## src/rtl/sk6812_chain_driver.sv

```systemverilog
// rtl/sk6812_chain_driver.sv - SK6812 LED chain serial driver with on-chip frame buffer
//
// Parameters:
//   CLK_HZ, NUM_PIXELS (1..1024), BITS_PER_PIXEL (24 = GRB, 32 = GRBW),
//   T0H_NS / T1H_NS / TBIT_NS bit timing, RESET_US latch gap.
// Ports:
//   SysClk     - single clock, rising edge
//   RstN       - asynchronous active-low reset
//   PixWrEn    - frame-buffer write strobe (accepted in every state)
//   PixAddr    - pixel index to write, 0 is nearest the FPGA
//   PixData    - packed pixel, G in the top byte, then R, B, [W]
//   Bright     - global brightness, latched when a frame is accepted
//   StartFrame - request to send the whole buffer (ignored while busy)
//   Busy       - high from frame acceptance until the latch gap ends
//   FrameDone  - one-cycle pulse at frame completion
//   SK6812o    - serial data line to the chain

module sk6812_chain_driver #(
    parameter int CLK_HZ         = 50000000,
    parameter int NUM_PIXELS     = 8,
    parameter int BITS_PER_PIXEL = 24,
    parameter int T0H_NS         = 300,
    parameter int T1H_NS         = 600,
    parameter int TBIT_NS        = 1250,
    parameter int RESET_US       = 80,
    localparam int AW = (NUM_PIXELS > 1) ? $clog2(NUM_PIXELS) : 1
) (
    input  logic                      SysClk,
    input  logic                      RstN,
    input  logic                      PixWrEn,
    input  logic [AW-1:0]             PixAddr,
    input  logic [BITS_PER_PIXEL-1:0] PixData,
    input  logic [7:0]                Bright,
    input  logic                      StartFrame,
    output logic                      Busy,
    output logic                      FrameDone,
    output logic                      SK6812o
);

    localparam int CYC_PER_US = CLK_HZ / 1000000;
    localparam int T0H_CYC    = CYC_PER_US * T0H_NS / 1000;
    localparam int T1H_CYC    = CYC_PER_US * T1H_NS / 1000;
    localparam int TBIT_CYC   = CYC_PER_US * TBIT_NS / 1000;
    localparam int RESET_CYC  = CYC_PER_US * RESET_US;
    localparam int NBYTES     = BITS_PER_PIXEL / 8;

    localparam int PH_W  = $clog2(TBIT_CYC + 1);
    localparam int LAT_W = $clog2(RESET_CYC + 1);
    localparam int BIT_W = $clog2(BITS_PER_PIXEL);

    localparam logic [PH_W-1:0]  PH_LAST  = PH_W'(TBIT_CYC - 1);
    localparam logic [PH_W-1:0]  T0H_L    = PH_W'(T0H_CYC);
    localparam logic [PH_W-1:0]  T1H_L    = PH_W'(T1H_CYC);
    localparam logic [LAT_W-1:0] LAT_LAST = LAT_W'(RESET_CYC - 1);
    localparam logic [BIT_W-1:0] BIT_LAST = BIT_W'(BITS_PER_PIXEL - 1);
    localparam logic [AW-1:0]    PIX_LAST = AW'(NUM_PIXELS - 1);

    typedef enum logic [1:0] {
        ST_IDLE,
        ST_LOAD,
        ST_BIT,
        ST_LATCH
    } state_t;

    // Brightness 255 is treated as full scale so a saturated level stays saturated;
    // every other level keeps the upper byte of the 8x8 product.
    function automatic logic [7:0] scale_byte(input logic [7:0] b, input logic [7:0] br);
        if (br == 8'hFF)
            return b;
        return 8'(({8'd0, b} * {8'd0, br}) >> 8);
    endfunction

    logic [BITS_PER_PIXEL-1:0] frame_buf [NUM_PIXELS];

    state_t                    state, state_n;
    logic [AW-1:0]             pix_idx, pix_idx_n;
    logic [BIT_W-1:0]          bit_idx, bit_idx_n;
    logic [PH_W-1:0]           phase, phase_n;
    logic [LAT_W-1:0]          latch_cnt, latch_n;
    logic [BITS_PER_PIXEL-1:0] shreg, shreg_n;
    logic [7:0]                bright_q, bright_n;
    logic                      busy_n, done_n, sk_n;

    logic [AW-1:0]             rd_idx;
    logic [BITS_PER_PIXEL-1:0] rd_pix, scaled;
    logic [PH_W-1:0]           high_len;
    logic                      wr_ok;

    // Frame buffer: no reset, writable at any time.
    assign wr_ok = PixWrEn && (int'(PixAddr) < NUM_PIXELS);

    always_ff @(posedge SysClk) begin
        if (wr_ok)
            frame_buf[PixAddr] <= PixData;
    end

    // LOAD reads the current index; during a bit period the read looks one pixel
    // ahead so the next pixel can be loaded on the final low cycle of the last bit.
    assign rd_idx = (state == ST_LOAD || pix_idx == PIX_LAST) ? pix_idx : pix_idx + AW'(1);
    assign rd_pix = frame_buf[rd_idx];

    always_comb begin
        scaled = '0;
        for (int i = 0; i < NBYTES; i++)
            scaled[i*8 +: 8] = scale_byte(rd_pix[i*8 +: 8], bright_q);
    end

    always_ff @(posedge SysClk or negedge RstN) begin
        if (!RstN) begin
            state     <= ST_IDLE;
            pix_idx   <= '0;
            bit_idx   <= '0;
            phase     <= '0;
            latch_cnt <= '0;
            shreg     <= '0;
            bright_q  <= '0;
            Busy      <= 1'b0;
            FrameDone <= 1'b0;
            SK6812o   <= 1'b0;
        end else begin
            state     <= state_n;
            pix_idx   <= pix_idx_n;
            bit_idx   <= bit_idx_n;
            phase     <= phase_n;
            latch_cnt <= latch_n;
            shreg     <= shreg_n;
            bright_q  <= bright_n;
            Busy      <= busy_n;
            FrameDone <= done_n;
            SK6812o   <= sk_n;
        end
    end

    always_comb begin
        state_n   = state;
        pix_idx_n = pix_idx;
        bit_idx_n = bit_idx;
        phase_n   = phase;
        latch_n   = latch_cnt;
        shreg_n   = shreg;
        bright_n  = bright_q;
        done_n    = 1'b0;

        case (state)
            ST_IDLE: begin
                // FrameDone is high during the first idle cycle; a start there is dropped.
                if (StartFrame && !FrameDone) begin
                    state_n   = ST_LOAD;
                    bright_n  = Bright;
                    pix_idx_n = '0;
                end
            end
            ST_LOAD: begin
                shreg_n   = scaled;
                bit_idx_n = '0;
                phase_n   = '0;
                state_n   = ST_BIT;
            end
            ST_BIT: begin
                if (phase == PH_LAST) begin
                    phase_n = '0;
                    if (bit_idx == BIT_LAST) begin
                        bit_idx_n = '0;
                        if (pix_idx == PIX_LAST) begin
                            state_n = ST_LATCH;
                            latch_n = '0;
                        end else begin
                            pix_idx_n = pix_idx + AW'(1);
                            shreg_n   = scaled;
                        end
                    end else begin
                        bit_idx_n = bit_idx + BIT_W'(1);
                        shreg_n   = shreg << 1;
                    end
                end else begin
                    phase_n = phase + PH_W'(1);
                end
            end
            ST_LATCH: begin
                if (latch_cnt == LAT_LAST) begin
                    state_n = ST_IDLE;
                    done_n  = 1'b1;
                end else begin
                    latch_n = latch_cnt + LAT_W'(1);
                end
            end
            default: state_n = ST_IDLE;
        endcase

        // Outputs are registered from the next-cycle view of the bit engine.
        high_len = shreg_n[BITS_PER_PIXEL-1] ? T1H_L : T0H_L;
        sk_n     = (state_n == ST_BIT) && (phase_n < high_len);
        busy_n   = (state_n != ST_IDLE);
    end

endmodule

```

## config.mk

```make
export PLATFORM = sky130hd
export DESIGN_NAME = sk6812_chain_driver
export DESIGN_NICKNAME = d
export VERILOG_FILES = /design/src/rtl/sk6812_chain_driver.sv
export SDC_FILE = /design/constraint.sdc
export NUM_CORES = 1
export LEC_CHECK = 0
export CAP_MARGIN = 20
export CORE_ASPECT_RATIO = 0.8
export CORE_UTILIZATION = 45
export DETAILED_ROUTE_END_ITERATION = 12
export PLACE_DENSITY = 0.73
export SYNTH_ARGS = -nofsm -noshare
export SYNTH_HDL_FRONTEND = slang
export SYNTH_SLANG_ARGS = --single-unit
```

## constraint.sdc

```tcl
create_clock -name SysClk -period 22.9 [get_ports SysClk]
set_clock_uncertainty 0.2 [all_clocks]
set_input_delay 3.435 -clock SysClk [delete_from_list [all_inputs] [get_ports SysClk]]
set_output_delay 3.435 -clock SysClk [all_outputs]
set_load 0.1 [all_outputs]
```

Word-level counts from Yosys, hierarchy flattened

Memories as Yosys holds them, arrays and structs flattened.
Cells that the tools add are included.

Register bits: 63
Bits in latches: 0
RAM bits: 192
Bits in read-only memories: 0
Input port bits: 39
Output and inout bits: 3
Logic and storage cells: 88
Memories: 1

Memory list:

| name      | words | bits a word | read ports | clocked after Yosys merged registers in | wr ports | line | source |
|---|---|---|---|---|---|---|---|
| frame_buf | 8     | 24          | 1          | 0                                       | 1        | 73   | `logic [BITS_PER_PIXEL-1:0] frame_buf [NUM_PIXELS];` |

Add/subtract/negate cells: 4
$mul: 3
Div/mod/pow operators: 0
$lt $le $gt $ge: 1
Eq/ne operators: 16
Shifts and indexed selects: 0
Muxes and demuxes: 38
Bitwise logic cells: 0
Reductions and logical operators: 14

Operator list:

| kind                  | number |
|---|---|
| $mux 24               | 3 |
| $mul 8x8->16          | 3 |
| $mux 12               | 4 |
| $mux 8                | 6 |
| $pmux 24 s2           | 1 |
| $pmux 12 s2           | 1 |
| $mux 3                | 5 |
| $mux 5                | 3 |
| $add 12x1->12 const B | 1 |
| $eq 12x12->1 const B  | 1 |
| $ne 2x2->1 const B    | 6 |
| $pmux 6 s2            | 1 |
| $mux 2                | 5 |
| $pmux 5 s2            | 1 |
| $reduce_and 5->1      | 2 |
| $eq 8x8->1 const B    | 1 |
| $pmux 2 s4            | 1 |
| $reduce_bool 2->1     | 4 |
| $add 6x1->6 const B   | 1 |
| $eq 2x2->1 const B    | 3 |
| $eq 6x6->1 const B    | 1 |
| $lt 6x5->1            | 1 |
| $mux 6                | 1 |
| $pmux 3 s2            | 1 |
| other kinds (13)      | 19 |

Depth between registers and ports, before layout

Gate-level depths: netlist of run 1.
An unclocked memory read counts as a cell.

Word-level depth: 13
Gate-level depth with buffers: 35
Gate-level depth less buffers: 31

Worst setup path before layout of run 1

OpenSTA, ideal clock, no wires.

Kind: register to register
From: reg pix_idx[0]
To: reg SK6812o
Library setup time: 95 ps
Arrival: 7263 ps
Required time: 22605 ps
Path slack: 15342 ps
Cell stages (with the launch flop): 35
Buffers on the path: 4
Period minus slack after synthesis: 7558 ps
Path through: dfrtp_1 > ha_1 > ha_1 > buf_6 > or3_1 > nand2_1 > buf_2 > clkbuf_1 > clkbuf_1 > nand2_1 > nand3_1 > nand3_1 > nand2_1 > and2_1 > fa_1 > fa_1 > fa_1 > inv_1 > fa_1 > inv_1 > ha_1 > a21oi_1 > o21ai_0 > a21oi_1 > o21ai_0 > a2111oi_0 > mux2i_1 > o211ai_1 > a21oi_2 > o21ai_2 > inv_1 > ha_1 > or4_1 > a31o_2 > o31ai_1

Word-level cells in the longest chain between the ends: 13
Elaborated cells between the ends (all ways): 20
Classes of those cells: add/sub (1); mul (1); order compare (1); eq/ne (2); mux (12); reduce/logical (2); memory (1)

Ends and longest elaborated chain:

| element                                                              | line | source |
|---|---|---|
| start: declaration                                                   | 76   | `logic [AW-1:0] pix_idx, pix_idx_n;` |
| start signal: assignment                                             | 122  | `pix_idx <= pix_idx_n;` |
| parallel branches: the longest is 9 deep, another holds $mem_v2 8x24 | --   |  |
| $pmux 24 s2 (*)                                                      | 144  | `case (state)` |
| $mux 5 (*)                                                           | 191  | `high_len = shreg_n[BITS_PER_PIXEL-1] ? T1H_L : T0H_L;` |
| named net high_len[4]                                                | 86   | `logic [PH_W-1:0] high_len;` |
| $lt 6x5->1 (*)                                                       | 192  | `sk_n = (state_n == ST_BIT) && (phase_n < high_len);` |
| $logic_and 1x1->1 (*)                                                | 192  |  |
| named net sk_n                                                       | 82   | `logic busy_n, done_n, sk_n;` |
| end signal: assignment                                               | 130  | `SK6812o <= sk_n;` |
| end: declaration                                                     | 37   | `output logic SK6812o` |

Mark *: on every way through the listed nets, which the timed path passes. The select of a mux whose other input is x is not followed.
A chain may end at the register's enable or synchronous reset.

Final worst setup path of run 1

Same ends and word-level chain as after synthesis.

==> flow_summary.json, run 1 <==
{
  "stdcell_count": 2198,
  "rsz0062_at_grt": "false",
  "path_class": "reg -> reg",
  "place.port_buffers": 41,
  "die_w_um": 219.5,
  "p_per_area_nw_per_um2": 52.29,
  "cts_buffers": 27,
  "finalPower_uw": 985.6,
  "place.gp.congestion": 0.9009,
  "grt_pass1_vias": 12479,
  "yosysUniqueCellTypes": 69,
  "p_leak_nw": 8.240,
  "drc_errors": 0,
  "clkLatencyLatePin_ns": 0.57,
  "synth_area_um2": 17030,
  "cts_resized": 0,
  "max_slew_margin_pct": 34.71,
  "synth_seq_area_share_pct": 43.12,
  "final_nets": 1947,
  "synth_top_family_by_area": "adder cells",
  "cpMaxStageDelayCell": "dfrtp_1",
  "antenna_cells": 0,
  "required_ns": 23.17,
  "initial_core_util_pct": 45.86,
  "critPathMaxStageDelay_ns": 0.85,
  "slew_viol_final": 0,
  "tightest_slew_ns": 0.9757,
  "fmax_ghz": 0.1087,
  "io_pins": 42,
  "crit_fanout": 77,
  "cts.sinks": 255,
  "fp-row-count": 63,
  "synth-xor-area-share_pct": 1.029,
  "dpl.hpwl_um": 27640,
  "synth-main-ff-cell": "edfxtp_1",
  "start_kind": "register",
  "finalCritPeriodShare_pct": 40.18,
  "syn2layout_area_growth_pct": 10.71,
  "cts.htree.levels": 1,
  "ys_seq_elements": 255,
  "antenna_found_initial": 0,
  "synth_async_sr_flop_share_pct": 24.71,
  "cts_root_buffer": "clkbuf_16",
  "avgSynthCellArea_um2": 10.18,
  "synth_edf_count": 192,
  "drtIter0Drc": 1226,
  "grt_overflow": 0,
  "cts_buffer_depth": 3,
  "crit_path_end_kind": "register",
  "viasPerCell": 5.667,
  "synth_mux_area_share_pct": 1.712,
  "drive_gt1_share_pct": 6.721,
  "synth-simple-area-share_pct": 17.99,
  "utilization_pct": 50.77,
  "cts_tree": "yes",
  "finalSetupTns_ns": 0,
  "hp-class": "reg -> reg",
  "maxCapViolCount": 0,
  "grt_max_degree": 78,
  "dp_cells": 2151,
  "hold_buffers": 0,
  "die_area_um2": 38620,
  "num_vias": 12455,
  "vdd_drop_max_uv": 64.78,
  "fp.dieH_um": 176.0,
  "cp_data_arrival_time_ns": 9.47,
  "syn_inst": 1672,
  "grt_pass1_wl_um": 66420,
  "postCtsSetupBuffers": 0,
  "synth-adder-area-share_pct": 20.43,
  "hold_violations": 0,
  "routedWlPerCell_um": 18.56,
  "yosysWarnings": 0,
  "path_clk_slew_ns": 0.06,
  "dr.pass1.iters": 5,
  "grtUsageTotal_pct": 21.90,
  "period_minus_slack_ns": 9.200,
  "ant_nets": 0,
  "synth-compound-area-share_pct": 10.05,
  "core_area_um2": 37130,
  "status": "finished, final reports clean",
  "syn_nets": 1926,
  "wl_um": 40800,
  "setup_violations": 0
}
## worst max-delay path: cells and delay by family (launching register included)
kind,cells,cell delay [ns]
AND/OR/NAND/NOR,4,1.05
flip-flops,1,0.85
AO/OA/AOI/OAI,11,2.18
multiplexers,2,0.75
buffers and inverters,4,0.79
adder cells (fa/ha/maj),8,3.26
## final cells by class
| class | count | area, um^2 |
|---|---|---|
| Clock buffer | 28 | 679.4 |
| Clock inverter | 19 | 206.4 |
| Fill cell | 3236 | 18280 |
| Inverter | 166 | 623.1 |
| Multi-Input combinational cell | 1173 | 8766 |
| Sequential cell | 255 | 7342 |
| Tap cell | 487 | 609.3 |
| Timing Repair Buffer | 70 | 623.1 |
## worst paths after layout
check | to | depth (start not counted) | start | slack [ns]
setup / recovery | SK6812o$_DFF_PN0_ | 29 | pix_idx[0]$_DFFE_PN0P_ | 13.70
hold / removal | bit_idx[4]$_DFFE_PN0P_ | 1 | bit_idx[4]$_DFFE_PN0P_ | 0.29
setup reg to reg | SK6812o$_DFF_PN0_ | 29 | pix_idx[0]$_DFFE_PN0P_ | 13.70
hold reg to reg | bit_idx[4]$_DFFE_PN0P_ | 1 | bit_idx[4]$_DFFE_PN0P_ | 0.29
max in group asynchronous | bright_q[1]$_DFFE_PN0P_ | 2 | RstN | 19.06
min in group asynchronous | phase[0]$_DFF_PN0_ | 2 | RstN | 2.87
## layout by cell type (no fill, tap or decap), drive strengths merged, types with 7 or more instances in the layout
cell type / n
a2111oi: 7
a21o: 21
a21oi: 69
a221oi: 19
a31oi: 14
and2: 87
and3: 9
buf: 30
clkbuf: 28
clkdlybuf4s50: 40
clkinv: 13
dfrtp: 63
edfxtp: 192
fa: 105
ha: 110
inv: 168
mux2: 13
mux2i: 7
nand2: 301
nand2b: 16
nand3: 140
nor2: 57
nor3: 11
o21ai: 59
o31ai: 12
xnor2: 7
xor2: 13
## synthesized netlist by cell type (all sizes together), types with 4 or more instances
cell type / number / area [um^2]
nand2: 301 / 1130
edfxtp: 192 / 5766
inv: 166 / 623.1
nand3: 140 / 700.7
ha: 110 / 1376
fa: 105 / 2102
and2: 87 / 544.3
a21oi: 69 / 349.1
dfrtp: 63 / 1577
o21ai: 59 / 306.5
nor2: 57 / 214.0
clkbuf: 54 / 202.7
buf: 24 / 137.6
a21o: 21 / 157.7
a221oi: 19 / 172.7
nand2b: 16 / 100.1
a31oi: 14 / 87.58
mux2: 13 / 146.4
xor2: 13 / 113.9
o31ai: 12 / 108.9
nor3: 11 / 55.05
and3: 9 / 56.30
a2111oi: 7 / 61.31
mux2i: 7 / 77.58
xnor2: 7 / 61.31
a211oi: 6 / 45.04
nand4: 6 / 37.54
nor2b: 6 / 37.54
nor4: 6 / 43.79
a21boi: 5 / 37.54
a22o: 5 / 43.79
o21bai: 5 / 37.54
or2: 5 / 31.28
a31o: 4 / 35.03
o22ai: 4 / 25.02
or3: 4 / 25.02
## per-stage QoR
stage	cell area, um^2	setup slack, ns	hold slack (ns)
floorplan	17030	15.34	0.2508
global placement	17960	13.98	0.2769
detailed placement	17960	13.66	0.2892
CTS	18850	13.64	0.2952
global route	18850	12.97	0.3200
finish	18850	13.70	0.2933
## power breakdown
| part | leakage [nW] | internal (mW) | switching (mW) | total [mW] |
|---|---|---|---|---|
| Combinational | 5.20 | 0.00924 | 0.0202 | 0.0294 |
| Sequential | 2.60 | 0.510 | 0.00307 | 0.513 |
| Clock | 0.438 | 0.260 | 0.183 | 0.443 |
| Total | 8.24 | 0.780 | 0.206 | 0.986 |
## state kept, by name, summed over array words and instances (netlist names), 2 cells and up
name / count
phase: 6
latch_cnt: 12
bright_q: 8
shreg: 24
pix_idx: 3
frame_buf: 192
bit_idx: 5
state: 2
## metal layers
| metal | GRT usage [%] | vias up | wire [um] |
|---|---|---|---|
| met5 | 0 | - | 0 |
| met1 | 31.66 | 6134 | 18210 |
| li1 | - | 5796 | - |
| met4 | 6.395 | 0 | 1051 |
| met3 | 3.807 | 59 | 3334 |
| met2 | 33.71 | 466 | 18210 |
## cell families (layout without fill, tap and decap cells)
logic type | count (synthesis) | count (layout)
muxes | 23 | 23
buffers and inverters | 244 | 283
adders and majority gates | 215 | 215
xor gates and xnor gates | 20 | 20
and+or+nand+nor | 659 | 659
AOI/OAI and AO/OA | 256 | 256
DFF | 255 | 255
Power figures use the tool's default switching activity.
==> run 2, diff against run 1 <==
Clock period 22.9 ns to 8.5 ns, I/O delays scaled along.
==> flow_summary.json, run 2 (synthesis gave the netlist of run 1 again) <==
{
  "p_leak_nw": 8.295,
  "grt_overflow": 0,
  "die_w_um": 219.5,
  "syn2layout_area_growth_pct": 11.28,
  "dpl.hpwl_um": 28890,
  "grt_pass1_wl_um": 67530,
  "hold_ws_ns": 0.2852,
  "grtUsageTotal_pct": 22.34,
  "antenna_cells": 0,
  "num_vias": 12558,
  "slew_viol_final": 0,
  "finalCritPeriodShare_pct": 95.24,
  "hold_violations": 0,
  "max_slew_margin_pct": 33.38,
  "postCtsSetupBuffers": 0,
  "crit_buf_inv": 6,
  "p_per_area_nw_per_um2": 139.0,
  "setup_slack_ns": 0.4045,
  "grt_pass1_vias": 12330,
  "fp-row-count": 63,
  "place.port_buffers": 41,
  "final_cell_mix": "nand2_1 (300), edfxtp_1 (192), inv_1 (166), nand3_1 (140), ha_1 (110)",
  "reg_top3": "frame_buf: 192 flops, shreg: 24 flops, latch_cnt: 12 flops",
  "place.gp.congestion": 0.9376,
  "tightest_slew_ns": 0.9962,
  "multiInputGateArea_um2": 8766,
  "cts_resized": 0,
  "drive_gt1_share_pct": 7.639,
  "cts_root_buffer": "clkbuf_16",
  "mostFrequentLayoutCell": "nand2_1",
  "seq_area_um2": 7342,
  "io_pins": 42,
  "setup_violations": 0,
  "finalSetupTns_ns": 0,
  "dr.pass1.iters": 5,
  "antenna_found_initial": 1,
  "nFillCells": 3239,
  "die_area_um2": 38620,
  "largest_reg_flops": 192,
  "cts.sinks": 255,
  "path_class": "reg -> reg",
  "cpMaxStageDelayCell": "or4_1",
  "critPathMaxStageDelay_ns": 0.54,
  "drc_errors": 0,
  "period_minus_slack_ns": 8.095,
  "cts_buffer_depth": 3,
  "ant_nets": 0,
  "r2r_slack_ns": 0.40,
  "rsz0062_at_grt": "false",
  "path_clk_slew_ns": 0.07,
  "viasPerCell": 5.670,
  "clkLatencyLatePin_ns": 0.57,
  "dp_slack_ns": 0.5050,
  "initial_core_util_pct": 45.86,
  "grt_max_degree": 64,
  "fmax_ghz": 0.1235,
  "required_ns": 8.76,
  "fp.dieH_um": 176.0,
  "top_register": "frame_buf",
  "maxCapViolCount": 0,
  "crit_fanout": 34,
  "wl_um": 41840,
  "core_area_um2": 37130,
  "drtIter0Drc": 1196,
  "routedWlPerCell_um": 18.89,
  "crit_path_end_kind": "register",
  "cts_buffers": 27,
  "cp_top_family": "adder cells",
  "cp_data_arrival_time_ns": 8.35,
  "start_kind": "register",
  "status": "finished, final reports clean",
  "hold_buffers": 0,
  "cts.htree.levels": 1,
  "hp-class": "reg -> reg",
  "final_nets": 1961,
  "cts_tree": "yes",
  "vdd_drop_max_uv": 166.8
}
==> run 2: changes by cell type in the layout (fill, tap and decap cells not counted) <==
cell,before,now
buf_4,29,43
bufinv_16,4,2
clkbuf_1,1,7
clkbuf_16,27,28
clkinv_1,8,2
clkinv_2,5,6
clkinv_4,0,2
clkinvlp_4,0,2
inv_8,1,0
==> run 2: stage by stage <==
stage                     util, %  instances  cell area [um^2]  power (mW)
after floorplan                 -       1672             17030       1.431
after global placement      48.67       2165             18070       1.488
after detailed placement    48.67       2165             18070       1.490
after CTS                   51.03       2215             18950       2.658
after global routing        51.03       2215             18950       2.716
final                       51.03       2215             18950       2.634
==> run 2: final timing paths <==
kind | from | endpoint | depth (start not counted)
max in group asynchronous | RstN | bit_idx[0]$_DFFE_PN0P_ | 2
setup / recovery | state[1]$_DFF_PN0_ | SK6812o$_DFF_PN0_ | 31
min in group asynchronous | RstN | pix_idx[2]$_DFFE_PN0P_ | 2
setup reg to reg | state[1]$_DFF_PN0_ | SK6812o$_DFF_PN0_ | 31
hold reg to reg | latch_cnt[11]$_DFFE_PN0P_ | latch_cnt[11]$_DFFE_PN0P_ | 1
hold / removal | latch_cnt[11]$_DFFE_PN0P_ | latch_cnt[11]$_DFFE_PN0P_ | 1
==> run 2: power by group <==
group          switching [mW]  internal [mW]  total [mW]
combinational          0.0549         0.0258      0.0807
sequential            0.00851           1.37        1.38
clock                   0.501          0.670        1.17
==> run 2: layout make-up <==
cell class	instances	share of cell area, %
clock buffers	35	3.837
clock inverters	15	0.7925
inverters	166	3.289
multi-input cells	1173	46.27
flip-flops and latches	255	38.75
well taps	487	3.216
repair buffers	84	3.844
==> run 2: per-layer routing <==
metal | track usage, % | part of all wire (%) | vias to the layer above
met5 | 0 | 0.031 | -
met4 | 5.961 | 2.4 | 2
met3 | 3.738 | 8.3 | 63
met2 | 34.66 | 45 | 488
met1 | 32.38 | 45 | 6185
li1 | - | - | 5820
==> run 3, diff against run 2 <==
Settings changed: CORE_MARGIN from default to 1, GPL_ROUTABILITY_DRIVEN from default to 1, SLEW_MARGIN from default to 30.
==> flow_summary.json, run 3 (synthesis gave the netlist of run 1 again) <==
{
  "status": "finished, final reports clean",
  "postCtsSetupBuffers": 0,
  "mostFrequentLayoutCell": "nand2_1",
  "required_ns": 8.76,
  "start_kind": "register",
  "dp_slack_ns": 0.5050,
  "antenna_found_initial": 1,
  "die_w_um": 219.5,
  "clkLatencyLatePin_ns": 0.57,
  "drc_errors": 0,
  "final_nets": 1962,
  "cts_buffer_depth": 3,
  "grt_overflow": 0,
  "die_area_um2": 38620,
  "tightest_slew_ns": 0.9900,
  "finalSetupTns_ns": 0,
  "cts_resized": 0,
  "place.gp.congestion": 0.9376,
  "stdcell_count": 2216,
  "grt_max_degree": 64,
  "dp_cells": 2165,
  "antenna_cells": 0,
  "maxCapViolCount": 0,
  "hold_violations": 0,
  "final_area_um2": 18970,
  "core_area_um2": 37130,
  "grt_pass1_vias": 12330,
  "placed_area_um2": 18070,
  "viasPerCell": 5.689,
  "crit_fanout": 34,
  "slew_viol_final": 0,
  "p_per_area_nw_per_um2": 139.0,
  "p_leak_nw": 8.308,
  "num_vias": 12607,
  "dpl.hpwl_um": 28890,
  "grtUsageTotal_pct": 22.34,
  "max_slew_margin_pct": 33.79,
  "grt_pass1_wl_um": 67530,
  "path_class": "reg -> reg",
  "routedWlPerCell_um": 18.95,
  "hp-class": "reg -> reg",
  "cts.sinks": 255,
  "critPathMaxStageDelay_ns": 0.54,
  "cts_root_buffer": "clkbuf_16",
  "vdd_drop_max_uv": 166.8,
  "drive_gt1_share_pct": 7.692,
  "initial_core_util_pct": 45.86,
  "syn2layout_area_growth_pct": 11.44,
  "setup_slack_ns": 0.4187,
  "cts.htree.levels": 1,
  "cts_tree": "yes",
  "rsz0062_at_grt": "false",
  "cts_buffers": 27,
  "cp_data_arrival_time_ns": 8.34,
  "final_cell_mix": "nand2_1 (300), edfxtp_1 (192), inv_1 (166), nand3_1 (140), ha_1 (110)",
  "cpMaxStageDelayCell": "or4_1",
  "finalCritPeriodShare_pct": 95.07,
  "hold_buffers": 0,
  "path_clk_slew_ns": 0.07,
  "largest_reg_flops": 192,
  "period_minus_slack_ns": 8.081,
  "fp-row-count": 63,
  "ant_nets": 0,
  "reg_top3": "frame_buf: 192 flops, shreg: 24 flops, latch_cnt: 12 flops",
  "drtIter0Drc": 1137,
  "wl_um": 42000,
  "top_register": "frame_buf",
  "io_pins": 42,
  "fmax_ghz": 0.1237,
  "setup_violations": 0,
  "crit_path_end_kind": "register",
  "fp.dieH_um": 176.0,
  "place.port_buffers": 41,
  "dr.pass1.iters": 5
}
[run 3: stage by stage]
step | total power [mW] | hold slack [ns] | utilization [%]
final | 2.637 | 0.2832 | 51.10
after global routing | 2.718 | 0.3119 | 51.10
after CTS | 2.658 | 0.2882 | 51.03
after detailed placement | 1.490 | 0.2767 | 48.67
after global placement | 1.488 | 0.2741 | 48.67
after floorplan | 1.431 | 0.2508 | -
[run 3: final timing paths]
check                                          start  depth (start not counted)                        end  slack, ns
max                               state[1]$_DFF_PN0_                         31          SK6812o$_DFF_PN0_       0.42
min                        latch_cnt[11]$_DFFE_PN0P_                          1  latch_cnt[11]$_DFFE_PN0P_       0.28
max reg2reg                       state[1]$_DFF_PN0_                         31          SK6812o$_DFF_PN0_       0.42
min reg2reg                latch_cnt[11]$_DFFE_PN0P_                          1  latch_cnt[11]$_DFFE_PN0P_       0.28
max in group asynchronous                       RstN                          3         state[0]$_DFF_PN0_       7.08
min in group asynchronous                       RstN                          2   latch_cnt[7]$_DFFE_PN0P_       0.49
[run 3: cell type report]
type	count	area (um^2)
tap	487	609.3
sequential	255	7342
inverter	166	623.1
multi-input combinational	1173	8766
clock buffer	35	726.9
timing repair buffer	85	755.7
clock inverter	15	150.1
fill	3233	18150
[run 3: worst max-delay path: cells and delay by family (launching register included)]
| kind | cells | cell delay [ns] |
|---|---|---|
| compound gates | 12 | 2.32 |
| simple gates | 5 | 1.25 |
| flops | 1 | 0.39 |
| mux | 1 | 0.13 |
| buf+inv | 6 | 0.90 |
| fa+ha+maj | 7 | 2.78 |
[run 3: power breakdown]
group	switching [mW]	internal, mW
registers	0.00855	1.37
clock network	0.502	0.670
logic	0.0553	0.0272
[run 3: routing by layer]
layer | track usage [%] | share of wire (%) | up-vias | wire, um
li1 | - | - | 5823 | -
met1 | 32.38 | 45 | 6210 | 18830
met2 | 34.66 | 45 | 506 | 18770
met3 | 3.738 | 8.1 | 66 | 3392
met4 | 5.961 | 2.4 | 2 | 987
met5 | 0 | 0.031 | - | 13
